$ cat src/rtl/axi_lite_slave_bridge_if.sv
// AXI4-Lite bus bundle between an interconnect (master) and the bridge (slave).
interface axi_lite_slave_bridge_if #(
  parameter int unsigned DATA_WIDTH = 32,
  parameter int unsigned ADDR_WIDTH = 32
);
  localparam int unsigned STRB_W = DATA_WIDTH / 8;

  logic [ADDR_WIDTH-1:0] S_AXI_ARADDR;
  logic                  S_AXI_ARVALID;
  logic                  S_AXI_ARREADY;
  logic [DATA_WIDTH-1:0] S_AXI_RDATA;
  logic                  S_AXI_RVALID;
  logic                  S_AXI_RREADY;
  logic [1:0]            S_AXI_RRESP;
  logic [ADDR_WIDTH-1:0] S_AXI_AWADDR;
  logic                  S_AXI_AWVALID;
  logic                  S_AXI_AWREADY;
  logic [DATA_WIDTH-1:0] S_AXI_WDATA;
  logic [STRB_W-1:0]     S_AXI_WSTRB;
  logic                  S_AXI_WVALID;
  logic                  S_AXI_WREADY;
  logic [1:0]            S_AXI_BRESP;
  logic                  S_AXI_BVALID;
  logic                  S_AXI_BREADY;

  modport slave (
    input  S_AXI_ARADDR, S_AXI_ARVALID, S_AXI_RREADY,
           S_AXI_AWADDR, S_AXI_AWVALID, S_AXI_WDATA, S_AXI_WSTRB, S_AXI_WVALID,
           S_AXI_BREADY,
    output S_AXI_ARREADY, S_AXI_RDATA, S_AXI_RVALID, S_AXI_RRESP,
           S_AXI_AWREADY, S_AXI_WREADY, S_AXI_BRESP, S_AXI_BVALID
  );

  modport master (
    output S_AXI_ARADDR, S_AXI_ARVALID, S_AXI_RREADY,
           S_AXI_AWADDR, S_AXI_AWVALID, S_AXI_WDATA, S_AXI_WSTRB, S_AXI_WVALID,
           S_AXI_BREADY,
    input  S_AXI_ARREADY, S_AXI_RDATA, S_AXI_RVALID, S_AXI_RRESP,
           S_AXI_AWREADY, S_AXI_WREADY, S_AXI_BRESP, S_AXI_BVALID
  );
endinterface

$ cat src/rtl/axi_lite_slave_bridge.sv
// AXI4-Lite slave to single-outstanding valid/ready memory request bridge.
// Optional watchdog on the memory request: define AXI_SLAVE_TIMEOUT_EN.
module axi_lite_slave_bridge #(
  parameter int unsigned           DATA_WIDTH     = 32,
  parameter int unsigned           ADDR_WIDTH     = 32,
  parameter logic [ADDR_WIDTH-1:0] START_ADDR     = 'h4000_0000,
  parameter logic [ADDR_WIDTH-1:0] END_ADDR       = 'h4000_4000,
  parameter int unsigned           TIMEOUT_CYCLES = 256,
  localparam int unsigned          STRB_W         = DATA_WIDTH / 8
) (
  input  logic                    S_AXI_ACLK,
  input  logic                    reset_i,
  output logic                    clk_o,
  axi_lite_slave_bridge_if.slave  s_axi,
  output logic                    valid_o,
  input  logic                    ready_i,
  output logic [STRB_W-1:0]       wstrb_o,
  output logic [ADDR_WIDTH-1:0]   addr_o,
  output logic [DATA_WIDTH-1:0]   wdata_o,
  input  logic [DATA_WIDTH-1:0]   rdata_i
);

  if (!(DATA_WIDTH == 32 || DATA_WIDTH == 64)) begin : g_bad_width
    $error("DATA_WIDTH must be 32 or 64");
  end
  if (TIMEOUT_CYCLES < 2) begin : g_bad_timeout
    $error("TIMEOUT_CYCLES must be at least 2");
  end

  typedef enum logic [2:0] {
    IDLE       = 3'd0,
    RD_ADDR    = 3'd1,
    RD_MEM     = 3'd2,
    RD_RESP    = 3'd3,
    WR_COLLECT = 3'd4,
    WR_MEM     = 3'd5,
    WR_RESP    = 3'd6
  } state_e;

  typedef struct packed {
    state_e                state;
    logic                  last_wr;
    logic                  arready;
    logic                  awready;
    logic                  wready;
    logic                  rvalid;
    logic                  bvalid;
    logic                  valid;
    logic [1:0]            rresp;
    logic [1:0]            bresp;
    logic [DATA_WIDTH-1:0] rdata;
    logic [DATA_WIDTH-1:0] wdata;
    logic [ADDR_WIDTH-1:0] addr;
    logic [STRB_W-1:0]     wstrb;
    logic                  aw_done;
    logic                  w_done;
    logic [ADDR_WIDTH-1:0] lat_addr;
    logic [DATA_WIDTH-1:0] lat_wdata;
    logic [STRB_W-1:0]     lat_wstrb;
  } regs_t;

  regs_t r_q, r_d;

  logic                  aw_hs, w_hs, mem_done, mem_tmo;
  logic [ADDR_WIDTH-1:0] wr_addr;
  logic [DATA_WIDTH-1:0] wr_data;
  logic [STRB_W-1:0]     wr_strb;

  function automatic logic in_range(input logic [ADDR_WIDTH-1:0] a);
    return (a >= START_ADDR) && (a < END_ADDR);
  endfunction

`ifdef AXI_SLAVE_TIMEOUT_EN
  localparam int unsigned TMO_W = $clog2(TIMEOUT_CYCLES);
  logic [TMO_W-1:0] tmo_q, tmo_d;

  always_ff @(posedge S_AXI_ACLK) begin
    if (reset_i) tmo_q <= '0;
    else         tmo_q <= tmo_d;
  end
`endif

  // NOTE: state is written only with <= so every register sees pre-edge values.
  always_ff @(posedge S_AXI_ACLK) begin
    if (reset_i) r_q <= '0;
    else         r_q <= r_d;
  end

  // NOTE: r_d starts as a copy of r_q so no path through this block leaves it unassigned.
  always_comb begin
    r_d      = r_q;
    aw_hs    = r_q.awready & s_axi.S_AXI_AWVALID;
    w_hs     = r_q.wready & s_axi.S_AXI_WVALID;
    wr_addr  = aw_hs ? s_axi.S_AXI_AWADDR : r_q.lat_addr;
    wr_data  = w_hs ? s_axi.S_AXI_WDATA : r_q.lat_wdata;
    wr_strb  = w_hs ? s_axi.S_AXI_WSTRB : r_q.lat_wstrb;
    mem_done = ready_i;
    mem_tmo  = 1'b0;
`ifdef AXI_SLAVE_TIMEOUT_EN
    tmo_d    = '0;
    if (!ready_i && (r_q.state == RD_MEM || r_q.state == WR_MEM)) begin
      mem_tmo = (tmo_q == TMO_W'(TIMEOUT_CYCLES - 1));
      tmo_d   = tmo_q + 1'b1;
    end
`endif

    // A finished or timed-out memory request tears down the adapter side.
    if ((mem_done || mem_tmo) && (r_q.state == RD_MEM || r_q.state == WR_MEM)) begin
      r_d.valid = 1'b0;
      r_d.addr  = '0;
      r_d.wdata = '0;
      r_d.wstrb = '0;
    end

    case (r_q.state)
      IDLE: begin
        if (s_axi.S_AXI_ARVALID && (!s_axi.S_AXI_AWVALID || r_q.last_wr)) begin
          r_d.state   = RD_ADDR;
          r_d.arready = 1'b1;
          r_d.last_wr = 1'b0;
        end else if (s_axi.S_AXI_AWVALID) begin
          r_d.state   = WR_COLLECT;
          r_d.awready = 1'b1;
          r_d.wready  = 1'b1;
          r_d.aw_done = 1'b0;
          r_d.w_done  = 1'b0;
          r_d.last_wr = 1'b1;
        end
      end
      RD_ADDR: begin
        if (s_axi.S_AXI_ARVALID) begin
          r_d.arready = 1'b0;
          if (in_range(s_axi.S_AXI_ARADDR)) begin
            r_d.state = RD_MEM;
            r_d.valid = 1'b1;
            r_d.addr  = s_axi.S_AXI_ARADDR;
            r_d.wstrb = '0;
          end else begin
            r_d.state  = RD_RESP;
            r_d.rvalid = 1'b1;
            r_d.rresp  = 2'b11;
            r_d.rdata  = '0;
          end
        end
      end
      RD_MEM: begin
        if (mem_done || mem_tmo) begin
          r_d.state  = RD_RESP;
          r_d.rvalid = 1'b1;
          r_d.rresp  = mem_done ? 2'b00 : 2'b10;
          r_d.rdata  = mem_done ? rdata_i : '0;
        end
      end
      RD_RESP: begin
        if (s_axi.S_AXI_RREADY) begin
          r_d.state  = IDLE;
          r_d.rvalid = 1'b0;
          r_d.rresp  = 2'b00;
          r_d.rdata  = '0;
        end
      end
      WR_COLLECT: begin
        if (aw_hs) begin
          r_d.awready  = 1'b0;
          r_d.aw_done  = 1'b1;
          r_d.lat_addr = s_axi.S_AXI_AWADDR;
        end
        if (w_hs) begin
          r_d.wready    = 1'b0;
          r_d.w_done    = 1'b1;
          r_d.lat_wdata = s_axi.S_AXI_WDATA;
          r_d.lat_wstrb = s_axi.S_AXI_WSTRB;
        end
        if ((r_q.aw_done || aw_hs) && (r_q.w_done || w_hs)) begin
          r_d.aw_done = 1'b0;
          r_d.w_done  = 1'b0;
          if (in_range(wr_addr)) begin
            r_d.state = WR_MEM;
            r_d.valid = 1'b1;
            r_d.addr  = wr_addr;
            r_d.wdata = wr_data;
            r_d.wstrb = wr_strb;
          end else begin
            r_d.state  = WR_RESP;
            r_d.bvalid = 1'b1;
            r_d.bresp  = 2'b11;
          end
        end
      end
      WR_MEM: begin
        if (mem_done || mem_tmo) begin
          r_d.state  = WR_RESP;
          r_d.bvalid = 1'b1;
          r_d.bresp  = mem_done ? 2'b00 : 2'b10;
        end
      end
      WR_RESP: begin
        if (s_axi.S_AXI_BREADY) begin
          r_d.state  = IDLE;
          r_d.bvalid = 1'b0;
          r_d.bresp  = 2'b00;
        end
      end
      default: r_d = '0;
    endcase
  end

  assign clk_o   = S_AXI_ACLK;
  assign valid_o = r_q.valid;
  assign wstrb_o = r_q.wstrb;
  assign addr_o  = r_q.addr;
  assign wdata_o = r_q.wdata;

  assign s_axi.S_AXI_ARREADY = r_q.arready;
  assign s_axi.S_AXI_RDATA   = r_q.rdata;
  assign s_axi.S_AXI_RVALID  = r_q.rvalid;
  assign s_axi.S_AXI_RRESP   = r_q.rresp;
  assign s_axi.S_AXI_AWREADY = r_q.awready;
  assign s_axi.S_AXI_WREADY  = r_q.wready;
  assign s_axi.S_AXI_BRESP   = r_q.bresp;
  assign s_axi.S_AXI_BVALID  = r_q.bvalid;

endmodule

$ cat src/flat_wrapper.sv
// flat-port wrapper written by rule: the top's interface ports become plain ports
module axi_lite_slave_bridge_flat 
#(
  parameter int unsigned           DATA_WIDTH     = 32,
  parameter int unsigned           ADDR_WIDTH     = 32,
  parameter logic [ADDR_WIDTH-1:0] START_ADDR     = 'h4000_0000,
  parameter logic [ADDR_WIDTH-1:0] END_ADDR       = 'h4000_4000,
  parameter int unsigned           TIMEOUT_CYCLES = 256,
  localparam int unsigned          STRB_W         = DATA_WIDTH / 8
)
  (S_AXI_ACLK, reset_i, clk_o, valid_o, ready_i, wstrb_o, addr_o, wdata_o, rdata_i, s_axi_S_AXI_ARADDR, s_axi_S_AXI_ARVALID, s_axi_S_AXI_RREADY, s_axi_S_AXI_AWADDR, s_axi_S_AXI_AWVALID, s_axi_S_AXI_WDATA, s_axi_S_AXI_WSTRB, s_axi_S_AXI_WVALID, s_axi_S_AXI_BREADY, s_axi_S_AXI_ARREADY, s_axi_S_AXI_RDATA, s_axi_S_AXI_RVALID, s_axi_S_AXI_RRESP, s_axi_S_AXI_AWREADY, s_axi_S_AXI_WREADY, s_axi_S_AXI_BRESP, s_axi_S_AXI_BVALID);
  axi_lite_slave_bridge_if #(.DATA_WIDTH(DATA_WIDTH), .ADDR_WIDTH(ADDR_WIDTH)) s_axi_i ();
  input  logic S_AXI_ACLK;
  input  logic reset_i;
  output logic clk_o;
  output logic valid_o;
  input  logic ready_i;
  output logic [STRB_W-1:0] wstrb_o;
  output logic [ADDR_WIDTH-1:0] addr_o;
  output logic [DATA_WIDTH-1:0] wdata_o;
  input  logic [DATA_WIDTH-1:0] rdata_i;
  input wire logic [$bits(s_axi_i.S_AXI_ARADDR)-1:0] s_axi_S_AXI_ARADDR;
  input wire logic [$bits(s_axi_i.S_AXI_ARVALID)-1:0] s_axi_S_AXI_ARVALID;
  input wire logic [$bits(s_axi_i.S_AXI_RREADY)-1:0] s_axi_S_AXI_RREADY;
  input wire logic [$bits(s_axi_i.S_AXI_AWADDR)-1:0] s_axi_S_AXI_AWADDR;
  input wire logic [$bits(s_axi_i.S_AXI_AWVALID)-1:0] s_axi_S_AXI_AWVALID;
  input wire logic [$bits(s_axi_i.S_AXI_WDATA)-1:0] s_axi_S_AXI_WDATA;
  input wire logic [$bits(s_axi_i.S_AXI_WSTRB)-1:0] s_axi_S_AXI_WSTRB;
  input wire logic [$bits(s_axi_i.S_AXI_WVALID)-1:0] s_axi_S_AXI_WVALID;
  input wire logic [$bits(s_axi_i.S_AXI_BREADY)-1:0] s_axi_S_AXI_BREADY;
  output wire logic [$bits(s_axi_i.S_AXI_ARREADY)-1:0] s_axi_S_AXI_ARREADY;
  output wire logic [$bits(s_axi_i.S_AXI_RDATA)-1:0] s_axi_S_AXI_RDATA;
  output wire logic [$bits(s_axi_i.S_AXI_RVALID)-1:0] s_axi_S_AXI_RVALID;
  output wire logic [$bits(s_axi_i.S_AXI_RRESP)-1:0] s_axi_S_AXI_RRESP;
  output wire logic [$bits(s_axi_i.S_AXI_AWREADY)-1:0] s_axi_S_AXI_AWREADY;
  output wire logic [$bits(s_axi_i.S_AXI_WREADY)-1:0] s_axi_S_AXI_WREADY;
  output wire logic [$bits(s_axi_i.S_AXI_BRESP)-1:0] s_axi_S_AXI_BRESP;
  output wire logic [$bits(s_axi_i.S_AXI_BVALID)-1:0] s_axi_S_AXI_BVALID;
  assign s_axi_i.S_AXI_ARADDR = s_axi_S_AXI_ARADDR;
  assign s_axi_i.S_AXI_ARVALID = s_axi_S_AXI_ARVALID;
  assign s_axi_i.S_AXI_RREADY = s_axi_S_AXI_RREADY;
  assign s_axi_i.S_AXI_AWADDR = s_axi_S_AXI_AWADDR;
  assign s_axi_i.S_AXI_AWVALID = s_axi_S_AXI_AWVALID;
  assign s_axi_i.S_AXI_WDATA = s_axi_S_AXI_WDATA;
  assign s_axi_i.S_AXI_WSTRB = s_axi_S_AXI_WSTRB;
  assign s_axi_i.S_AXI_WVALID = s_axi_S_AXI_WVALID;
  assign s_axi_i.S_AXI_BREADY = s_axi_S_AXI_BREADY;
  assign s_axi_S_AXI_ARREADY = s_axi_i.S_AXI_ARREADY;
  assign s_axi_S_AXI_RDATA = s_axi_i.S_AXI_RDATA;
  assign s_axi_S_AXI_RVALID = s_axi_i.S_AXI_RVALID;
  assign s_axi_S_AXI_RRESP = s_axi_i.S_AXI_RRESP;
  assign s_axi_S_AXI_AWREADY = s_axi_i.S_AXI_AWREADY;
  assign s_axi_S_AXI_WREADY = s_axi_i.S_AXI_WREADY;
  assign s_axi_S_AXI_BRESP = s_axi_i.S_AXI_BRESP;
  assign s_axi_S_AXI_BVALID = s_axi_i.S_AXI_BVALID;
  axi_lite_slave_bridge #(.DATA_WIDTH(DATA_WIDTH), .ADDR_WIDTH(ADDR_WIDTH), .START_ADDR(START_ADDR), .END_ADDR(END_ADDR), .TIMEOUT_CYCLES(TIMEOUT_CYCLES)) u_core (.S_AXI_ACLK(S_AXI_ACLK), .reset_i(reset_i), .clk_o(clk_o), .s_axi(s_axi_i), .valid_o(valid_o), .ready_i(ready_i), .wstrb_o(wstrb_o), .addr_o(addr_o), .wdata_o(wdata_o), .rdata_i(rdata_i));
endmodule
$ cat config.mk
export PLATFORM = sky130hd
export DESIGN_NAME = axi_lite_slave_bridge_flat
export DESIGN_NICKNAME = d
export VERILOG_FILES = /design/src/rtl/axi_lite_slave_bridge_if.sv /design/src/rtl/axi_lite_slave_bridge.sv /design/src/flat_wrapper.sv
export SDC_FILE = /design/constraint.sdc
export NUM_CORES = 1
export LEC_CHECK = 0
export CAP_MARGIN = 20
export CORE_MARGIN = 4
export CORE_UTILIZATION = 40
export DETAILED_ROUTE_END_ITERATION = 8
export PLACE_DENSITY_LB_ADDON = 0.12
export REMOVE_ABC_BUFFERS = 1
export SYNTH_ARGS = -nofsm -noshare
export SYNTH_HDL_FRONTEND = slang
export SYNTH_SLANG_ARGS = --single-unit
$ cat constraint.sdc
create_clock -name S_AXI_ACLK -period 3 [get_ports S_AXI_ACLK]
set_input_delay 0.75 -clock S_AXI_ACLK [delete_from_list [all_inputs] [get_ports S_AXI_ACLK]]
set_output_delay 0.75 -clock S_AXI_ACLK [all_outputs]
set_load 0.02 [all_outputs]
; After elaboration in Yosys (flattened, before gate mapping)
; Index checks and enable logic that the tools add are counted.
[word_totals]
ff_bits = 184
inputBits = 140
output_inout_bits = 111
word_cells = 145
[op_classes]
order_cmp = 4
n_eq_ne = 22
mux = 64
bitwise_logic = 8
reduce_logical = 28
[ops]
columns = cell, n
row1 = 2-to-1 mux 32 bit, 6
row2 = 2-to-1 mux 68 bit, 2
row3 = case mux 68 bit (2 select lines), 1
row4 = case mux 32 bit (4 select lines), 1
row5 = 2-to-1 mux 36 bit, 3
row6 = case mux 36 bit (3 select lines), 1
row7 = 2-to-1 mux 70 bit, 1
row8 = >= comparator 32 x 31 -> 1 bit (second input constant), 2
row9 = < comparator 32 x 31 -> 1 bit (second input constant), 2
row10 = case mux 32 bit (2 select lines), 1
row11 = 2-to-1 mux 2 bit, 12
row12 = 2-to-1 mux 3 bit, 7
row13 = case mux 3 bit (7 select lines), 1
row14 = != test 2 bit (second input constant), 9
row15 = 2-to-1 mux 1 bit, 16
row16 = case mux 2 bit (4 select lines), 2
row17 = AND reduction 4 bit, 4
row18 = OR reduction 5 bit, 3
row19 = 2-to-1 mux 4 bit, 3
row20 = case mux 2 bit (3 select lines), 2
row21 = OR reduction 6 bit, 2
row22 = AND reduction 5 bit, 2
row23 = == test 3 bit (second input constant), 3
row24 = != test 2 x 1 -> 1 bit (second input constant), 4
row25 = 17 further kinds, 36

; Depth between registers and ports, before layout
; Gate-level depths: netlist of run 1.
[depth]
depth_word = 7
depth_mapped = 9

==> impl.org, run 1 <==
** Run status
- Run status :: complete, no violations

** Synth
- Most frequently used flop master after synthesis :: sky130_fd_sc_hd__dfxtp_1
- The mapped netlist covers 8730 um2.
- Post-Syn Area per Cell :: between 9 and 10 um2
- Number of flops mapped to enable cells by yosys :: 0
- Flip-flop and latch count after synthesis :: 182
- After synthesis, flip-flops and latches occupy 41.7% of the total area.
- The number of different library cells used by synthesis comes to 54.
- Counting every instance in the synthesized netlist gives 957.
- Share of flip-flops with an asynchronous set or reset after synthesis :: 0%
- Warnings, synthesis :: 0

** STA
- The number of pins with negative max-slew slack in the final report is 0.
- Worst hold slack after final layout :: approximately 450 ps
- The count of final hold-check violations came to 0.
- Across the routed clock network, the largest skew measured is 14.6 ps.
- Setup violations remaining at the end of the flow were counted as 0.
- The worst path meets setup with between 150 and 200 ps of slack.
- Unrepaired setup endpoints after global routing :: no
- Slew Limit Headroom :: 51.5%
- Setup TNS :: 0 ps
- Transition time of the tightest slew-check pin :: 727 ps

** CTS
- The number of hold buffers added after CTS was 0.
- TritonCTS built the clock tree.
- After clock tree synthesis, the clock-pin slew on the worst setup and hold paths is 70 ps.
- Source-to-sink clock delay at the later pin of the worst-skew pair :: 550 ps

** Job
- Max-cap violations :: 0

** Detailed routing
- Met2 routed wirelength :: 11.6 mm
- Count of routing violations after the opening detailed-route iteration :: 336
- Wires add up to 24.4 mm.
- For this run, the detailed router's first-pass iteration total came to 5.
- Dividing the detail-routed via count by the number of cells gives 5.26.
- Met3 wire length :: 1.72 mm
- Post-Route M1 WL :: 10.7 mm
- Top sig layer :: met5
- The count of nets left with antenna violations once routing finished came out at 0.
- Routed length per instance :: roughly 18 um
- DRC violations left :: 0
- The routed layout has 7255 vias.

** Pwr
- Switch Pwr :: 2.85 mW
- Gate power share :: 32.4%
- Sequential cells account for 35.0% of the total power.
- Post-layout power :: around 7.7 mW
- In this run the static leakage power is about 4.4 nW.
- IR analysis of the VDD net gives a maximum drop of 463 uV.
- In this run the power density over the cells is 660 nW/um2.
- Of the total power, the share spent switching nets is 37.1%.
- Cell internal power was estimated by the tool at 4.83 mW.
- Per report_power, the clock group accounts for 32.6% of the total.

** Floorplan
- Die H :: between 150 and 200 um
- Number of standard-cell rows in the floorplan :: 53
- Overall die width :: between 150 and 200 um
- During I/O placement, the number of pins put on the boundary was 251.
- Die outline area :: 24200 um2
- The region available for standard cell placement spans 21200 um2.
- For this configuration, the core starts out at a cell density of between 40% and 50%.

** Setup path
- Cell mode on critical path :: sky130_fd_sc_hd__clkbuf_16
- For this run, the slowest stage of the critical path takes 310 ps.
- Critical-path top delay cell :: sky130_fd_sc_hd__dlygate4sd2_1
- The worst setup path is of the clock port to primary output kind.
- STA classifies the critical path endpoint as a primary output.
- Worst endpoint required time :: ~2300 ps
- CP Cell Sequence :: clkbuf_16 > clkbuf_16 > dlygate4sd2_1
- Arrival time at the worst endpoint :: 2050 ps
- Biggest fanout along the worst timing path :: 2
- Type of element launching the critical path :: clock port

** Cells and area
- Share of the core filled with cells :: 54.8%
- Post-route design area :: 11600 um2
- Final #Nets :: 1230
- Area growth, synth to finish :: 33.2%
- In the final layout, the share of cells above drive strength 1 is 11.4%.
- Number of non-filler instances in the completed layout :: 1379

** Placed design
- Routability-driven placement finished with a final weighted congestion of 0.834.
- Detailed-placement wirelength estimate :: 17.1 mm
- Placed insts :: 1342
- Placed Instance Area :: 10900 um2
- In this run the tool buffered the top-level ports with 250 buffer cells.
- Timing analysis after detailed placement gives a worst setup slack of ~89 ps.

** Hold path
- Hold/Removal Path Class :: register to register

** GRT
- Summed over all layers, the global routing overflow is 0.
- The initial antenna violation count is 4.
- Via count of the first global-routing pass :: 7118
- GRT Util Overall :: between 10% and 20%
- Largest net degree at the start of global routing :: 60
- The first global-routing pass estimated ~38 mm of wire.
[synthesized netlist by cell type, types with 12 or more instances]
| library cell | instances | area, um2 |
|---|---|---|
| sky130_fd_sc_hd__buf_4 | 105 | 788 |
| sky130_fd_sc_hd__and2_1 | 27 | 169 |
| sky130_fd_sc_hd__clkbuf_1 | 50 | 188 |
| sky130_fd_sc_hd__buf_2 | 15 | 75.1 |
| sky130_fd_sc_hd__mux2i_1 | 52 | 521 |
| sky130_fd_sc_hd__nor2_1 | 72 | 270 |
| sky130_fd_sc_hd__and3_1 | 12 | 75.1 |
| sky130_fd_sc_hd__a21oi_1 | 64 | 320 |
| sky130_fd_sc_hd__o2bb2ai_2 | 31 | 465 |
| sky130_fd_sc_hd__nand3_1 | 30 | 150 |
| sky130_fd_sc_hd__a41o_1 | 32 | 320 |
| sky130_fd_sc_hd__dfxtp_1 | 182 | 3640 |
| sky130_fd_sc_hd__nand2_1 | 110 | 413 |
| sky130_fd_sc_hd__a22oi_1 | 62 | 465 |
[repair_timing]
item | 4_1_cts | 5_1_grt
endpoints found under the setup margin | 1 | 0
gates resized for setup | 1 | 0
buffers inserted | 0 | 0
[worst max-delay path, delay by kind of cell]
family / cells / cell delay (ps)
buffers and inverters: 3 / 560
[cell type report]
cell class                      count  area (um2)
Inverter                            2        7.51
Timing Repair Buffer              291        2940
Fill cell                        1980        9590
Clock inverter                     15         193
Clock buffer                       21         509
Sequential cell                   182        3640
Tap cell                          275         344
Multi-Input combinational cell    592        3990
Antenna cell                        1        2.50
[power groups by stage]
stage / clock network [mW] / logic (mW) / registers (mW)
2_1_floorplan: 0 / 1.30 / 2.79
6_report: 2.50 / 2.49 / 2.69
3_3_place_gp: 0.0448 / 2.48 / 2.74
4_1_cts: 2.58 / 2.50 / 2.69
3_5_place_dp: 0.0448 / 2.49 / 2.74
5_1_grt: 2.70 / 2.71 / 2.71
[cell usage in the layout (no fill, tap or decap), drive strengths merged, types with 10 or more instances in the layout]
| cell type | netlist | layout |
|---|---|---|
| a21oi | 64 | 64 |
| a22oi | 62 | 62 |
| a41o | 32 | 32 |
| and2 | 27 | 27 |
| and3 | 12 | 12 |
| buf | 131 | 43 |
| clkbuf | 50 | 20 |
| clkdlybuf4s50 | 0 | 248 |
| dfxtp | 182 | 182 |
| mux2i | 52 | 52 |
| nand2 | 111 | 111 |
| nand3 | 30 | 30 |
| nor2 | 73 | 73 |
| o21ai | 10 | 10 |
| o2bb2ai | 42 | 42 |
[sequential cells by signal (all words and copies together) (netlist names)]
name,cells
u_core.valid_o,1
u_core.s_axi.S_AXI_RDATA,32
u_core.s_axi.S_AXI_BRESP,1
u_core.s_axi.S_AXI_WREADY,1
u_core.wstrb_o,4
u_core.s_axi.S_AXI_AWREADY,1
u_core.wdata_o,32
u_core.s_axi.S_AXI_RVALID,1
u_core.s_axi.S_AXI_ARREADY,1
u_core.s_axi.S_AXI_RRESP,1
u_core.addr_o,32
u_core.s_axi.S_AXI_BVALID,1
u_core.r_q,74
[logic make-up (layout without fill, tap and decap cells)]
logic type	after synthesis	after routing	share of synthesized area (%)
muxes	52	52	5.96
DFF	182	182	41.7
AOI/OAI and AO/OA	252	252	24.0
other	0	1	0
and+or+nand+nor	286	286	15.2
xor gates and xnor gates	2	2	0.201
buffers and inverters	183	329	12.9
[routing by layer]
metal  GRT usage, %  up-vias
li1               -     3629
met1           26.1     3410
met2           31.0      186
met3           6.66       24
met4           5.38        6
met5              0        -
[path summary, 6_finish.rpt]
check	slack, ps	depth (start not counted)	startpoint	endpoint
setup / recovery	200	3	S_AXI_ACLK	clk_o
setup reg to reg	700	6	u_core.r_q[181]	u_core.s_axi.S_AXI_RDATA[28]
hold / removal	450	2	u_core.r_q[3]	u_core.r_q[3]
hold reg to reg	450	2	u_core.r_q[3]	u_core.r_q[3]
(Power assumes the default switching activity.)
==> inputs of run 2 (changes only) <==
--- a/config.mk
+++ b/config.mk
@@ -5,7 +5,6 @@
 export SDC_FILE = /design/constraint.sdc
 export NUM_CORES = 1
 export LEC_CHECK = 0
-export CAP_MARGIN = 20
 export CORE_MARGIN = 4
 export CORE_UTILIZATION = 40
 export DETAILED_ROUTE_END_ITERATION = 8
==> run 2 against run 1 <==
Compared with the run above:
- first-iteration DRC count grew 5.7%
- largest cell class unchanged
- largest power group unchanged
- global-route usage stayed put
- sequential power is essentially flat
- final cell count about the same
- worst hold slack about the same
- count of clock-buffer cells in the layout unchanged
- setup slack about the same
==> impl.org, run 2 (synthesis results as in run 1) <==
** Placed design
- Placed insts :: 1342 (unchanged)
- The worst-case setup slack after placement was 88.8 ps (unchanged).
- Detailed-placement wirelength estimate :: 17.1 mm (unchanged)
- Placer congestion estimate :: 0.834 (unchanged)
- Quantity of I/O buffers inserted on ports :: 250 (unchanged)

** Cells and area
- Layout cell share with drive strength beyond 1 :: 11.3% (-0.080 points)
- The fraction of the core area covered by cells at the end of the flow was 54.8% (about the same).
- Leaving out fill and tap cells, the most frequent cells in the layout are 248 x sky130_fd_sc_hd__clkdlybuf4s50_1, 182 x sky130_fd_sc_hd__dfxtp_1, 110 x sky130_fd_sc_hd__nand2_1.
- Area growth, synth to finish :: 33.1% (about the same)
- The number of nets at the end of the flow is 1229 (-0.081%).
- The number of flip-flops under the largest register name came to 74 (unchanged).
- More flip-flops sit in one register than any other, and that register is u_core.r_q.
- Most common cell after layout, fill and taps aside :: sky130_fd_sc_hd__clkdlybuf4s50_1
- Number of non-filler instances in the completed layout :: 1378 (-0.073%)

** STA
- The headroom to the max-slew limit is 24.4% (-27 points).
- The number of pins with negative max-slew slack in the final report came to 0 (unchanged).
- The count of endpoints failing setup in the final report was 0 (unchanged).
- Total count of hold-check failures in the final report :: 0 (unchanged)
- The least setup slack across all paths after layout was 195 ps (+0.185 ps).
- The pin slew with the least headroom to its limit was 1130 ps (+403 ps).
- Post-route clock skew :: 14.0 ps (-0.539 ps)
- Unrepaired setup endpoints after global routing :: no
- The final total negative setup slack is 0 ps (unchanged).

** GRT
- Total gr overflow :: 0 (unchanged)
- The met3 usage in global routing came to 6.66% (unchanged).
- Global-route track usage on met1 :: 26.1% (unchanged)
- The initial antenna violation count is 4 (unchanged).
- Via count of the first global-routing pass :: 7118 (unchanged)
- The global-route wire length before repair came to 38.4 mm (unchanged).
- Largest net degree at the start of global routing :: 60 (unchanged)
- The overall routing resource usage came to 19.7% (unchanged).
- Met2 layer usage reported by global route :: 31.0% (unchanged)
- After global routing, the most crowded layer is met2.

** Detailed routing
- The initial detailed-routing violation count was 355 (+5.7%).
- Routed length per instance :: 17.7 um (+0.30%)
- Post-DRT Antenna Nets :: 0 (unchanged)
- The remaining design rule violation count is 0 (unchanged).
- Vias :: 7228 (-0.37%)
- The wire length after detailed routing came to 24.4 mm (+0.23%).
- The count of TritonRoute iterations in the first routing pass is 4 (-1).
- Via-per-instance ratio :: 5.25 (-0.30%)

** Pwr
- The leakage power of the design is 4.35 nW (-0.14%).
- The power per cell area was 661 nW/um2 (+0.17%).
- Max IR drop VDD :: 463 uV (about the same)

** Setup path
- Worst endpoint required time :: 2250 ps (about the same)
- Arrival time at the worst endpoint :: 2050 ps (about the same)
- Biggest fanout along the worst timing path :: 2 (unchanged)
- STA classifies the critical path startpoint as a clock port.
- Critical setup path kind :: clock port to primary output
- Kind of capture point of the worst setup path :: primary output

** Floorplan
- The width of the die is 156 um (unchanged).
- The count of pins on the block boundary came to 251 (unchanged).
- The height of the chip came to 156 um (unchanged).
- Die outline area :: 24200 um2 (unchanged)
- Placeable core region :: 21200 um2 (unchanged)
- Starting density of the core :: 41.1% (unchanged)
- The cell row count came to 53 (unchanged).

** CTS
- Source-to-sink clock delay at the later pin of the worst-skew pair :: 550 ps (about the same)
- Number of buffers inserted by post-CTS setup repair :: 0 (unchanged)
- The number of hold buffers added after cts was 0 (unchanged).
- The quantity of gates resized following cts came to 1 (unchanged).
- TritonCTS built the clock tree.
- The clock input transition at the sequential cells of the worst setup and hold paths came to 70 ps (about the same).

** Job
- Max-cap violations :: 0 (unchanged)

** Hold path
- Hold/Removal Path Class :: register to register

** Run status
- The flow ran to the end, and the final reports show no timing, DRC or antenna violations.
==> run 2: cell count changes in the layout (fill, tap and decap cells not counted) <==
cell / before / now
sky130_fd_sc_hd__buf_6: 1 / 0
==> run 2: layer usage <==
layer,up-vias,share of wire [%]
met5,-,0.14
met4,6,1.5
met1,3414,44
met3,24,6.6
met2,160,47
li1,3624,-
==> run 2: worst paths after layout <==
| kind | from | endpoint | slack (ps) | cells after the start |
|---|---|---|---|---|
| setup / recovery | S_AXI_ACLK | clk_o | 200 | 3 |
| hold / removal | u_core.r_q[3] | u_core.r_q[3] | 450 | 2 |
| setup reg to reg | u_core.r_q[181] | u_core.r_q[52] | 510 | 5 |
| hold reg to reg | u_core.r_q[3] | u_core.r_q[3] | 450 | 2 |
==> run 2: where the power goes <==
| group | leakage, nW | internal (mW) | total [mW] | switching [mW] |
|---|---|---|---|---|
| clock | 0.341 | 1.32 | 2.50 | 1.18 |
| sequential | 1.47 | 2.53 | 2.69 | 0.158 |
| combinational | 2.54 | 0.970 | 2.49 | 1.52 |
==> run 2: metrics by stage <==
step	area (um2)	total power, mW	hold slack (ps)
floorplan	7610	4.09	425
detailed placement	10900	5.28	443
global route	11600	8.12	463
global placement	10900	5.27	438
CTS	11600	7.77	453
finish	11600	7.68	451
==> run 2: final cells by class <==
class | instances | area (um2)
multi-input cells | 592 | 3990
clock buffers | 21 | 509
inverters | 2 | 7.51
clock inverters | 15 | 193
well taps | 275 | 344
repair buffers | 290 | 2930
fillers | 1982 | 9600
diodes | 1 | 2.50
flip-flops and latches | 182 | 3640
==> run 2: worst max-delay path: stages <==
cell and delay, ps:
sky130_fd_sc_hd__clkbuf_16 120, sky130_fd_sc_hd__clkbuf_16 130, sky130_fd_sc_hd__dlygate4sd2_1 310
==> inputs of run 3 (changes only) <==
==> constraint.sdc (replaced) <==
create_clock -name S_AXI_ACLK -period 2.9 [get_ports S_AXI_ACLK]
set_input_delay 0.725 -clock S_AXI_ACLK [delete_from_list [all_inputs] [get_ports S_AXI_ACLK]]
set_output_delay 0.725 -clock S_AXI_ACLK [all_outputs]
set_load 0.02 [all_outputs]
==> run 3 against run 2 <==
Compared with the run above:
- sequential share of layout area shrank 0.14 points
- register-to-register slack improved by 100 ps
- routed wire length fell by 0.36%
- setup slack lost 29 ps
- critical path depth is the same
- combinational power rose by 6%
- non-clock buffer count grew 12
- first-iteration DRC count increased by 12%
- die area unchanged
- critical path type unchanged
==> impl.org, run 3 (synthesis results as in run 1) <==
** Pwr
- The power after layout was 7.90 mW (+2.8%).
- The sequential share of power was 34.7% (-0.3 points).
- Gate power share :: 33.5% (+1.1 points)
- Share of total power consumed by net switching :: 36.7% (-0.45 points)
- The internal power of the cells is 5.00 mW (+3.6%).
- The peak supply drop came to 497 uV (+7.3%).
- The power per cell area was 677 nW/um2 (+2.4%).
- The power share of the clock group was 31.8% (-0.8 points).
- The power spent charging and discharging nets came to 2.90 mW (+1.6%).
- The leakage power of the design came to 4.40 nW (+1.1%).

** Detailed routing
- The wire length after detailed routing is 24.4 mm (-0.36%).
- The initial detailed-routing violation count is 398 (+12%).
- Routed length per instance :: 17.5 um (-1.2%)
- The count of TritonRoute iterations in the first routing pass was 5 (+1).
- The number of routed nets with antenna violations is 0 (unchanged).
- The vias after detailed routing was 7331 (+1.4%).
- The remaining design rule violation count was 0 (unchanged).
- The mean number of vias per cell came to 5.27 (+0.55%).

** Cells and area
- Post-route design area :: 11700 um2 (+0.45%)
- Area growth, synth to finish :: 33.7%
- The number of standard cells in the final layout excluding fillers is 1390 (+0.87%).
- Largest Register :: u_core.r_q
- Number of flip-flops under the largest register name :: 74 (unchanged)
- The share of post-route cells with drive strength above 1 was 12.2% (+0.87 points).
- In the layout the commonest cells are 248 x sky130_fd_sc_hd__clkdlybuf4s50_1, 182 x sky130_fd_sc_hd__dfxtp_1, 110 x sky130_fd_sc_hd__nand2_1.
- Total of fill cells in the finished design :: 1992 (+0.50%)
- The number of nets at the end of the flow is 1241 (+0.98%).
- Leaving out fill and tap cells, the most frequent cell in the layout is sky130_fd_sc_hd__clkdlybuf4s50_1.

** Setup path
- Critical setup path kind :: clock port to primary output
- The arrival time reported for the critical path endpoint is 2010 ps (-40 ps).
- Reg2Reg Setup Slack :: 610 ps (+100 ps)
- STA classifies the critical path endpoint as a primary output.
- Biggest fanout along the worst timing path :: 2 (unchanged)
- Start of the worst register-to-register path :: u_core.r_q[181]
- Type of element launching the critical path :: clock port
- In this run the critical register-to-register path is captured at u_core.r_q[52].
- Worst endpoint required time :: 2170 ps (-80 ps)
- Worst R2R Path Depth :: 6 (+1)

** GRT
- The leftover overflow at the end of global routing was 0 (unchanged).
- GRT Util Overall :: 19.7% (-0.037 points)
- Via count of the first global-routing pass :: 7071 (-0.66%)
- The global-route wire length before repair was 38.6 mm (+0.29%).
- The initial antenna violation count was 3 (-1).
- Largest net degree at the start of global routing :: 67 (+12%)

** Floorplan
- Die H :: 156 um (unchanged)
- Number of standard-cell rows in the floorplan :: 53 (unchanged)
- The effective utilization at floorplan was 41.1% (unchanged).
- The count of pins on the block boundary was 251 (unchanged).
- Overall die width :: 156 um (unchanged)
- The area of the core was 21200 um2 (unchanged).
- The die footprint was 24200 um2 (unchanged).

** CTS
- The clock latency on the worst-skew pair is 550 ps (about the same).
- The number of setup buffers added after CTS is 0 (unchanged).
- The quantity of gates resized following cts came to 1 (unchanged).
- The number of hold buffers added after cts is 0 (unchanged).
- Clk pin slew, worst setup/hold paths :: 80 ps (about the same)
- TritonCTS built the clock tree.

** STA
- Final setup violation count :: 0 (unchanged)
- The number of pins with negative max-slew slack in the final report was 0 (unchanged).
- The pin slew with the least headroom to its limit is 1110 ps (-22.9 ps).
- The worst hold slack was 453 ps (+2.25 ps).
- Setup TNS :: 0 ps (unchanged)
- Post-route clock skew :: 16.2 ps (+2.16 ps)
- Unrepaired setup endpoints after global routing :: no
- Total count of hold-check failures in the final report :: 0 (unchanged)
- The headroom to the max-slew limit was 25.9% (+1.5 points).

** Hold path
- In this run the most critical hold path is launched from u_core.r_q[11].
- Hold/Removal Path Class :: register to register
- The cell count of the worst hold path is 2 (unchanged).
- The worst hold path terminates at u_core.r_q[11].

** Placed design
- Quantity of I/O buffers inserted on ports :: 250 (unchanged)
- Detailed-placement wirelength estimate :: 17.0 mm (-0.58%)
- Placed insts :: 1354 (+0.89%)
- Placed Instance Area :: 11000 um2 (+0.82%)
- The final weighted congestion of routability-driven global placement is 0.813 (-2.5%).

** Run status
- The run finished with clean final reports.

** Job
- The number of maximum-capacitance constraint violations was 0 (unchanged).
[run 3: cell count changes in the layout (fill, tap and decap cells not counted), sizes merged]
cell    previous run  this run
clkbuf            20        21
buf               42        54
clkinv             8         7
[run 3: per-stage QoR]
step                      worst slack [ps]  utilization, %
after floorplan                      -2210               -
after global placement               0.996            51.9
after detailed placement              17.5            51.9
after CTS                              159            55.0
after global routing                   152            55.0
final                                  166            55.0
[run 3: layout make-up]
cell class | instances | area, um2 | area share (%)
multi-input combinational | 592 | 3990 | 34.2
sequential | 182 | 3640 | 31.2
timing repair buffer | 302 | 3020 | 25.9
clock buffer | 22 | 513 | 4.40
tap | 275 | 344 | 2.95
clock inverter | 14 | 151 | 1.30
inverter | 2 | 7.51 | 0.0643
antenna | 1 | 2.50 | 0.0214
[run 3: power by group through the flow]
| stage | Sequential, mW | Clock, mW | Combinational [mW] |
|---|---|---|---|
| 3_5_place_dp | 2.80 | 0.0463 | 2.65 |
| 6_report | 2.74 | 2.51 | 2.65 |
| 5_1_grt | 2.76 | 2.70 | 2.88 |
| 4_1_cts | 2.74 | 2.59 | 2.66 |
| 3_3_place_gp | 2.79 | 0.0463 | 2.64 |
| 2_1_floorplan | 2.88 | 0 | 1.34 |
[run 3: worst max-delay path, stage by stage]
cell	delay (ps)
sky130_fd_sc_hd__clkbuf_16	120
sky130_fd_sc_hd__clkbuf_16	130
sky130_fd_sc_hd__dlygate4sd2_1	310
[run 3: worst max path at each step]
stage	from	end	slack, ps	cells past startpoint
after global routing	S_AXI_ACLK	clk_o	150	3
final	S_AXI_ACLK	clk_o	170	3
after floorplan	s_axi_S_AXI_ARVALID	u_core.s_axi.S_AXI_RDATA[0]	-2210	5
after CTS	S_AXI_ACLK	clk_o	160	3
after global placement	s_axi_S_AXI_AWADDR[17]	u_core.addr_o[26]	1	9
after detailed placement	s_axi_S_AXI_ARADDR[26]	u_core.s_axi.S_AXI_RDATA[7]	20	8
[run 3: routing by layer]
metal | wire, um | vias up | GRT usage [%]
li1 | - | 3640 | -
met1 | 10900 | 3464 | 26.4
met3 | 1710 | 27 | 6.41
met4 | 281 | 6 | 5.38
met5 | 35 | - | 0
met2 | 11400 | 194 | 30.6
